<file path="config.mk">
export PLATFORM = sky130hd
export DESIGN_NAME = seg_scan_mux_flat
export DESIGN_NICKNAME = d
export VERILOG_FILES = /design/src/rtl/seg_scan_pkg.sv /design/src/rtl/seg_scan_if.sv /design/src/rtl/seg_scan_mux_blink.sv /design/src/rtl/seg_scan_mux.sv /design/src/flat_wrapper.sv
export SDC_FILE = /design/constraint.sdc
export NUM_CORES = 1
export LEC_CHECK = 0
export ABC_AREA = 1
export CAP_MARGIN = 30
export CORE_ASPECT_RATIO = 1.5
export CORE_MARGIN = 1.5
export CORE_UTILIZATION = 35
export CTS_CLUSTER_DIAMETER = 40
export CTS_CLUSTER_SIZE = 24
export DETAILED_ROUTE_END_ITERATION = 7
export PLACE_DENSITY = 0.55
export SYNTH_ARGS = -nofsm -noshare
export SYNTH_HDL_FRONTEND = slang
export SYNTH_SLANG_ARGS = --single-unit
export TNS_END_PERCENT = 50
</file>
<file path="constraint.sdc">
create_clock -name MCLK -period 1.6 [get_ports MCLK]
set_clock_uncertainty 0.2 [all_clocks]
set_input_delay 0.16 -clock MCLK [delete_from_list [all_inputs] [get_ports MCLK]]
set_output_delay 0.16 -clock MCLK [all_outputs]
set_load 0.03 [all_outputs]
</file>
<file path="src/rtl/seg_scan_pkg.sv">
`default_nettype none
// ============================================================================
// Module   : seg_scan_pkg
// Purpose  : Shared types, constants and helpers for the 7-segment scan mux.
// Revision : 1.0
// ============================================================================
package seg_scan_pkg;

    localparam int         MAX_DIGITS = 8;
    localparam logic [6:0] SEG_BLANK  = 7'h7F;

    typedef enum logic [0:0] {
        BLANK = 1'b0,
        SHOW  = 1'b1
    } scan_state_t;

    // Active-low anode vector with only bit idx pulled low; bits at or above n stay high.
    function automatic logic [MAX_DIGITS-1:0] onehot_low(input logic [2:0] idx, input int n);
        logic [MAX_DIGITS-1:0] v;
        v = '1;
        for (int i = 0; i < MAX_DIGITS; i++) begin
            if (i < n && i == int'(idx)) begin
                v[i] = 1'b0;
            end
        end
        return v;
    endfunction

endpackage
`default_nettype wire

</file>
<file path="src/rtl/seg_scan_if.sv">
`default_nettype none
// ============================================================================
// Module   : seg_scan_if
// Purpose  : Digit-data and pin-side signal bundle of the 7-segment scan mux.
// Revision : 1.0
// ============================================================================
interface seg_scan_if #(
    parameter int N_DIGITS = 4,
    parameter int PWM_BITS = 4
);
    logic [7*N_DIGITS-1:0] seg_data;
    logic [N_DIGITS-1:0]   dp_in;
    logic [N_DIGITS-1:0]   enable_mask;
    logic [N_DIGITS-1:0]   blink_mask;
    logic                  blink_all;
    logic [PWM_BITS-1:0]   brightness;
    logic [N_DIGITS-1:0]   ANODE;
    logic [6:0]            SEG;
    logic                  DP;
    logic                  blink_phase;
    logic                  frame_start;

    modport master (
        output seg_data, dp_in, enable_mask, blink_mask, blink_all, brightness,
        input  ANODE, SEG, DP, blink_phase, frame_start
    );

    modport slave (
        input  seg_data, dp_in, enable_mask, blink_mask, blink_all, brightness,
        output ANODE, SEG, DP, blink_phase, frame_start
    );
endinterface
`default_nettype wire

</file>
<file path="src/rtl/seg_scan_mux_blink.sv">
`default_nettype none
// ============================================================================
// Module   : seg_blink_gen
// Purpose  : Free-running blink divider; phase toggles every HALF clocks.
// Revision : 1.0
// ============================================================================
module seg_blink_gen #(
    parameter int HALF = 25000000
) (
    input  wire logic MCLK,
    input  wire logic RESET_N,
    output logic      blink_phase
);
    localparam int               CNT_W  = (HALF > 1) ? $clog2(HALF) : 1;
    localparam logic [CNT_W-1:0] c_last = CNT_W'(HALF - 1);

    logic [CNT_W-1:0] r_cnt;
    logic             r_phase;

    always_ff @(posedge MCLK or negedge RESET_N) begin
        if (!RESET_N) begin
            r_cnt   <= '0;
            r_phase <= 1'b1;
        end else if (r_cnt == c_last) begin
            r_cnt   <= '0;
            r_phase <= ~r_phase;
        end else begin
            r_cnt   <= r_cnt + 1'b1;
        end
    end

    assign blink_phase = r_phase;

endmodule
`default_nettype wire

</file>
<file path="src/rtl/seg_scan_mux.sv">
`default_nettype none
// ============================================================================
// Module   : seg_scan_mux
// Purpose  : N-digit common-anode 7-segment scanner with dead-time, PWM,
//            per-digit blink/enable and per-slot input snapshotting.
// Revision : 1.0
// ============================================================================
module seg_scan_mux
    import seg_scan_pkg::*;
#(
    parameter int N_DIGITS   = 4,
    parameter int SCAN_DIV   = 65536,
    parameter int BLANK_CYC  = 64,
    parameter int BLINK_HALF = 25000000,
    parameter int PWM_BITS   = 4
) (
    input  wire logic  MCLK,
    input  wire logic  RESET_N,
    seg_scan_if.slave  bus
);
    if (N_DIGITS < 1 || N_DIGITS > MAX_DIGITS) begin : g_chk_digits
        $error("seg_scan_mux: N_DIGITS must be in 1..8");
    end
    if (BLANK_CYC < 1) begin : g_chk_blank
        $error("seg_scan_mux: BLANK_CYC must be at least 1");
    end
    if (PWM_BITS < 1 || SCAN_DIV <= BLANK_CYC + (1 << PWM_BITS)) begin : g_chk_scan
        $error("seg_scan_mux: SCAN_DIV must exceed BLANK_CYC + 2**PWM_BITS");
    end
    if (BLINK_HALF < 1) begin : g_chk_blink
        $error("seg_scan_mux: BLINK_HALF must be at least 1");
    end

    localparam int                  SLOT_W       = $clog2(SCAN_DIV);
    localparam int                  DIG_W        = (N_DIGITS > 1) ? $clog2(N_DIGITS) : 1;
    localparam logic [SLOT_W-1:0]   c_blank_last = SLOT_W'(BLANK_CYC - 1);
    localparam logic [SLOT_W-1:0]   c_slot_last  = SLOT_W'(SCAN_DIV - 1);
    localparam logic [DIG_W-1:0]    c_dig_last   = DIG_W'(N_DIGITS - 1);
    localparam logic [PWM_BITS-1:0] c_pwm_full   = '1;

    scan_state_t           r_state;
    logic [SLOT_W-1:0]     r_slot_cnt;
    logic [DIG_W-1:0]      r_digit;
    logic [PWM_BITS-1:0]   r_pwm_cnt;
    logic [6:0]            r_snap_seg;
    logic                  r_snap_dp;
    logic                  r_snap_en;
    logic                  r_snap_blink;
    logic [PWM_BITS-1:0]   r_snap_bright;
    logic [N_DIGITS-1:0]   r_anode;
    logic [6:0]            r_seg;
    logic                  r_dp;
    logic                  r_frame_start;

    logic                  w_blink_phase;
    logic [6:0]            w_cur_seg;
    logic                  w_cur_dp;
    logic                  w_cur_en;
    logic                  w_cur_blink;
    logic                  w_lit;
    logic [MAX_DIGITS-1:0] w_anode_sel;
    logic                  w_unused;

    seg_blink_gen #(.HALF(BLINK_HALF)) u_blink (
        .MCLK        (MCLK),
        .RESET_N     (RESET_N),
        .blink_phase (w_blink_phase)
    );

    always_comb begin
        w_cur_seg   = SEG_BLANK;
        w_cur_dp    = 1'b0;
        w_cur_en    = 1'b0;
        w_cur_blink = 1'b0;
        for (int k = 0; k < N_DIGITS; k++) begin
            if (r_digit == DIG_W'(k)) begin
                w_cur_seg   = bus.seg_data[7*k +: 7];
                w_cur_dp    = bus.dp_in[k];
                w_cur_en    = bus.enable_mask[k];
                w_cur_blink = bus.blink_mask[k] | bus.blink_all;
            end
        end
    end

    // Visibility uses the live blink phase so a toggle lands mid-slot.
    assign w_lit = (r_state == SHOW) && r_snap_en
                && (!r_snap_blink || w_blink_phase)
                && ((r_snap_bright == c_pwm_full) || (r_pwm_cnt < r_snap_bright));

    assign w_anode_sel = onehot_low(3'(r_digit), N_DIGITS);
    assign w_unused    = &{1'b0, w_anode_sel};

    // Pins follow the scan state one register later; frame_start marks the state entry itself.
    always_ff @(posedge MCLK or negedge RESET_N) begin
        if (!RESET_N) begin
            r_state       <= BLANK;
            r_slot_cnt    <= '0;
            r_digit       <= '0;
            r_pwm_cnt     <= '0;
            r_snap_seg    <= SEG_BLANK;
            r_snap_dp     <= 1'b0;
            r_snap_en     <= 1'b0;
            r_snap_blink  <= 1'b0;
            r_snap_bright <= '0;
            r_anode       <= '1;
            r_seg         <= SEG_BLANK;
            r_dp          <= 1'b1;
            r_frame_start <= 1'b0;
        end else begin
            r_slot_cnt    <= (r_slot_cnt == c_slot_last) ? '0 : r_slot_cnt + 1'b1;
            r_pwm_cnt     <= r_pwm_cnt + 1'b1;
            r_frame_start <= 1'b0;
            r_anode       <= w_lit ? w_anode_sel[N_DIGITS-1:0] : '1;
            r_seg         <= (r_state == SHOW) ? r_snap_seg : SEG_BLANK;
            r_dp          <= (r_state == SHOW) ? ~r_snap_dp : 1'b1;
            case (r_state)
                BLANK: begin
                    if (r_slot_cnt == c_blank_last) begin
                        r_snap_seg    <= w_cur_seg;
                        r_snap_dp     <= w_cur_dp;
                        r_snap_en     <= w_cur_en;
                        r_snap_blink  <= w_cur_blink;
                        r_snap_bright <= bus.brightness;
                        r_pwm_cnt     <= '0;
                        r_state       <= SHOW;
                    end
                end
                SHOW: begin
                    if (r_slot_cnt == c_slot_last) begin
                        r_state <= BLANK;
                        if (r_digit == c_dig_last) begin
                            r_digit       <= '0;
                            r_frame_start <= 1'b1;
                        end else begin
                            r_digit <= r_digit + 1'b1;
                        end
                    end
                end
                default: r_state <= BLANK;
            endcase
        end
    end

    assign bus.ANODE       = r_anode;
    assign bus.SEG         = r_seg;
    assign bus.DP          = r_dp;
    assign bus.blink_phase = w_blink_phase;
    assign bus.frame_start = r_frame_start;

endmodule
`default_nettype wire

</file>
<file path="src/flat_wrapper.sv">
// flat-port wrapper written by rule: the top's interface ports become plain ports
module seg_scan_mux_flat import seg_scan_pkg::*;
#(
    parameter int N_DIGITS   = 4,
    parameter int SCAN_DIV   = 65536,
    parameter int BLANK_CYC  = 64,
    parameter int BLINK_HALF = 25000000,
    parameter int PWM_BITS   = 4
)
  (MCLK, RESET_N, bus_seg_data, bus_dp_in, bus_enable_mask, bus_blink_mask, bus_blink_all, bus_brightness, bus_ANODE, bus_SEG, bus_DP, bus_blink_phase, bus_frame_start);
  seg_scan_if #(.N_DIGITS(N_DIGITS), .PWM_BITS(PWM_BITS)) bus_i ();
  input  wire logic MCLK;
  input  wire logic RESET_N;
  input wire logic [$bits(bus_i.seg_data)-1:0] bus_seg_data;
  input wire logic [$bits(bus_i.dp_in)-1:0] bus_dp_in;
  input wire logic [$bits(bus_i.enable_mask)-1:0] bus_enable_mask;
  input wire logic [$bits(bus_i.blink_mask)-1:0] bus_blink_mask;
  input wire logic [$bits(bus_i.blink_all)-1:0] bus_blink_all;
  input wire logic [$bits(bus_i.brightness)-1:0] bus_brightness;
  output wire logic [$bits(bus_i.ANODE)-1:0] bus_ANODE;
  output wire logic [$bits(bus_i.SEG)-1:0] bus_SEG;
  output wire logic [$bits(bus_i.DP)-1:0] bus_DP;
  output wire logic [$bits(bus_i.blink_phase)-1:0] bus_blink_phase;
  output wire logic [$bits(bus_i.frame_start)-1:0] bus_frame_start;
  assign bus_i.seg_data = bus_seg_data;
  assign bus_i.dp_in = bus_dp_in;
  assign bus_i.enable_mask = bus_enable_mask;
  assign bus_i.blink_mask = bus_blink_mask;
  assign bus_i.blink_all = bus_blink_all;
  assign bus_i.brightness = bus_brightness;
  assign bus_ANODE = bus_i.ANODE;
  assign bus_SEG = bus_i.SEG;
  assign bus_DP = bus_i.DP;
  assign bus_blink_phase = bus_i.blink_phase;
  assign bus_frame_start = bus_i.frame_start;
  seg_scan_mux #(.N_DIGITS(N_DIGITS), .SCAN_DIV(SCAN_DIV), .BLANK_CYC(BLANK_CYC), .BLINK_HALF(BLINK_HALF), .PWM_BITS(PWM_BITS)) u_core (.MCLK(MCLK), .RESET_N(RESET_N), .bus(bus_i));
endmodule
</file>
==> flow_summary.ini <==
[outcome]
status = finished, violations left
violations = negative setup slack

[global_routing]
grtUsageMet1 = 0.1886
met3_usage = 0.02796
grt_max_degree = 22
grt_pass1_wl_mm = 18.50
top_usage_layer = met2
grt_use_met2 = 0.3478
overflow = 0
grt_pass1_vias = 4079
grt_usage = 0.1809
antenna_found_initial = 0

[sta]
tightest_slew_ns = 0.3417
slew_headroom = 0.7722
fin_crit_sh = 1.040
min_period_ns = 1.664
fin_ws_ns = -0.06356
fmax_ghz = 0.6011
setup_tns_ns = -0.7889
hold_viol = 0
setup_viol = 25
rsz0062_at_grt = yes
drv_slew = 0

[routing]
vias = 3960
drc = 0
dr.pass1.iters = 4
antenna_left = 0
vias_per_cell = 4.605
wl_per_cell_um = 13.02
finalWirelength_mm = 11.19
drt-initial-drc-count = 147

[cells_and_area]
antenna_cells = 0
layout_commonest_cell = nand2_1
drive_gt1_frac = 0.2702
utilization = 0.5094
finalNetCount = 759
final_cell_mix = 174 x nand2_1, 75 x inv_1, 67 x nor2_1, 52 x dfrtp_1, 48 x buf_4
n_fill_cell = 1172
syn_to_final_growth_pct = 41.90

[setup_path]
crit_fanout = 7
max_stage_delay_ns = 0.39
endpoint_kind = flip-flop
path_common_cell = nand3_4
rrSetupSlack_ns = -0.06
cp_slowest_cell = dfrtp_1
rr_startpoint = u_core.r_slot_cnt[1]
path_cells = ha_4 > nand3_4 > nor2_8 > nand3_4 > nor2_4 > buf_6 > nor3b_2
critPathRequiredTime_ns = 1.62
worstPathArrival_ns = 1.68
r2r_end = u_core.r_slot_cnt[7]
critPathKind = reg -> reg
start_kind = flip-flop
reg2reg_depth = 7

[floorplan]
core-area_um2 = 11960
num_rows = 49
fp.dieW_um = 93.41
dieArea_um2 = 12950
dieHeight_um = 138.6
pin_count = 61
start_util = 0.3590

[yosys]
synthesis.nets = 636
synth-edff-count = 0
ys_ff_latch = 76
async_flop_share = 1.000
syn_area_per_cell_um2 = 7.412
ys_seq_area_frac = 0.4490
synth_top_area_share = 0.3265
yosys.area.top_type = dfrtp_1
synthFlopType = dfrtp_1
syn_inst = 579
ys_top_cells_by_area = dfrtp_1 33%, nand2_1 16%, dfstp_2 12%, nor2_1 7.3%, inv_1 6.9%
synth_area_um2 = 4292
yosysUniqueCellTypes = 30
ys_warn_count = 0

[place]
pre_cts_slack_ns = -0.1125
post-dp-hpwl_mm = 8.578
portBuffers = 60
gp_congestion = 0.9465

[run]
cap_violations = 0

[clock_network]
cts_root_buffer = clkbuf_16
cts_max_level = 3
clkSlewWorstSetupHoldPaths_ns = 0.06
cts.sinks = 76
numCtsBuffers = 9
cts_tree = built
clockBufferDepth = 2
clock_latency_ns = 0.33

[power]
p_leak_nw = 2.884
irDropWorstVdd_v = 0.0004589
p_per_area_nw_per_um2 = 658.5

[min_path]
hp-class = in -> async
## final cells by class
| type | count | area, um^2 | area share |
|---|---|---|---|
| Sequential cell | 76 | 1932 | 0.3172 |
| Multi-Input combinational cell | 415 | 2247 | 0.3690 |
| Inverter | 81 | 306.5 | 0.05034 |
| Clock buffer | 12 | 256.5 | 0.04212 |
| Clock inverter | 4 | 22.52 | 0.003698 |
| Tap cell | 153 | 191.4 | 0.03144 |
| Timing Repair Buffer | 119 | 1134 | 0.1862 |
## cell families (layout without fill, tap and decap cells)
group,Yosys count,count (layout),synth area share
flops,76,76,0.4490
buf+inv,88,216,0.08163
simple gates,372,372,0.3869
fa+ha+maj,10,10,0.02915
xor+xnor,17,17,0.03470
compound gates,16,16,0.01866
## critical path: cells and delay by family, from the launching register on
kind,cells,cell delay [ns]
adder cells (fa/ha/maj),1,0.17
buffers and inverters,1,0.19
flip-flops,1,0.39
AND/OR/NAND/NOR,5,0.60
## flip-flops by register name, indices dropped and copies added (netlist names)
signal / flops
u_core.r_snap_bright: 4
u_core.r_snap_dp: 1
u_core.r_slot_cnt: 16
u_core.r_state: 1
u_core.r_snap_seg: 7
u_core.u_blink.blink_phase: 1
u_core.bus.ANODE: 4
u_core.bus.frame_start: 1
u_core.bus.SEG: 7
u_core.r_pwm_cnt: 4
u_core.r_snap_en: 1
u_core.bus.DP: 1
u_core.u_blink.r_cnt: 25
u_core.r_snap_blink: 1
u_core.r_digit: 2
## how the worst max path moves through the flow
stage                     slack (ns)               startpoint                       to  cells past startpoint
after global routing           -0.16     u_core.r_slot_cnt[1]      u_core.r_snap_blink                      9
after global placement         -0.08     u_core.r_slot_cnt[0]        u_core.r_digit[0]                      8
after floorplan               -0.004  u_core.u_blink.r_cnt[0]  u_core.u_blink.r_cnt[0]                      7
final                          -0.06     u_core.r_slot_cnt[1]     u_core.r_slot_cnt[7]                      7
after CTS                      -0.08     u_core.r_slot_cnt[0]        u_core.r_digit[1]                      8
after detailed placement       -0.11     u_core.r_slot_cnt[1]        u_core.r_digit[1]                      8
## cell usage after synthesis (all sizes together) (4+ instances only)
library cell,instances
a21oi,5
buf,4
dfrtp,56
dfstp,20
ha,10
inv,80
nand2,186
nand3,53
nand4,8
nor2,93
nor3,12
o21ai,11
or2,16
xor2,14
## power by group
group / leakage, nW / switching [W] / internal (W)
clock: 0.143 / 0.000755 / 0.00113
sequential: 0.918 / 0 / 0.00193
combinational: 1.82 / 0.0000753 / 0.000124
total: 2.88 / 0.000830 / 0.00318
## metrics by stage
step           hold WS [ns]  std cells  cell area (um^2)  total power, W
5_1_grt             0.08838        860              6090        0.004172
4_1_cts             0.05985        854              5886        0.004069
3_3_place_gp        -0.1257        829              5454        0.002157
6_report            0.05916        860              6090        0.004010
2_1_floorplan       -0.3356        579              4303        0.001982
3_5_place_dp        -0.1247        829              5454        0.002157
## per-layer routing
metal / routed length (um) / part of all wire
met1: 4264 / 0.38
met2: 6450 / 0.58
met3: 254 / 0.023
met4: 225 / 0.020
met5: 0 / 0
## what timing repair did
item,CTS,global route
buffers inserted,7,6
gates resized for setup,48,56
endpoints found under the hold margin,65,0
gates cloned,1,1
hold buffers,1,0
pin swaps,6,17
endpoints found under the setup margin,55,63
Power figures use the tool's default switching activity.
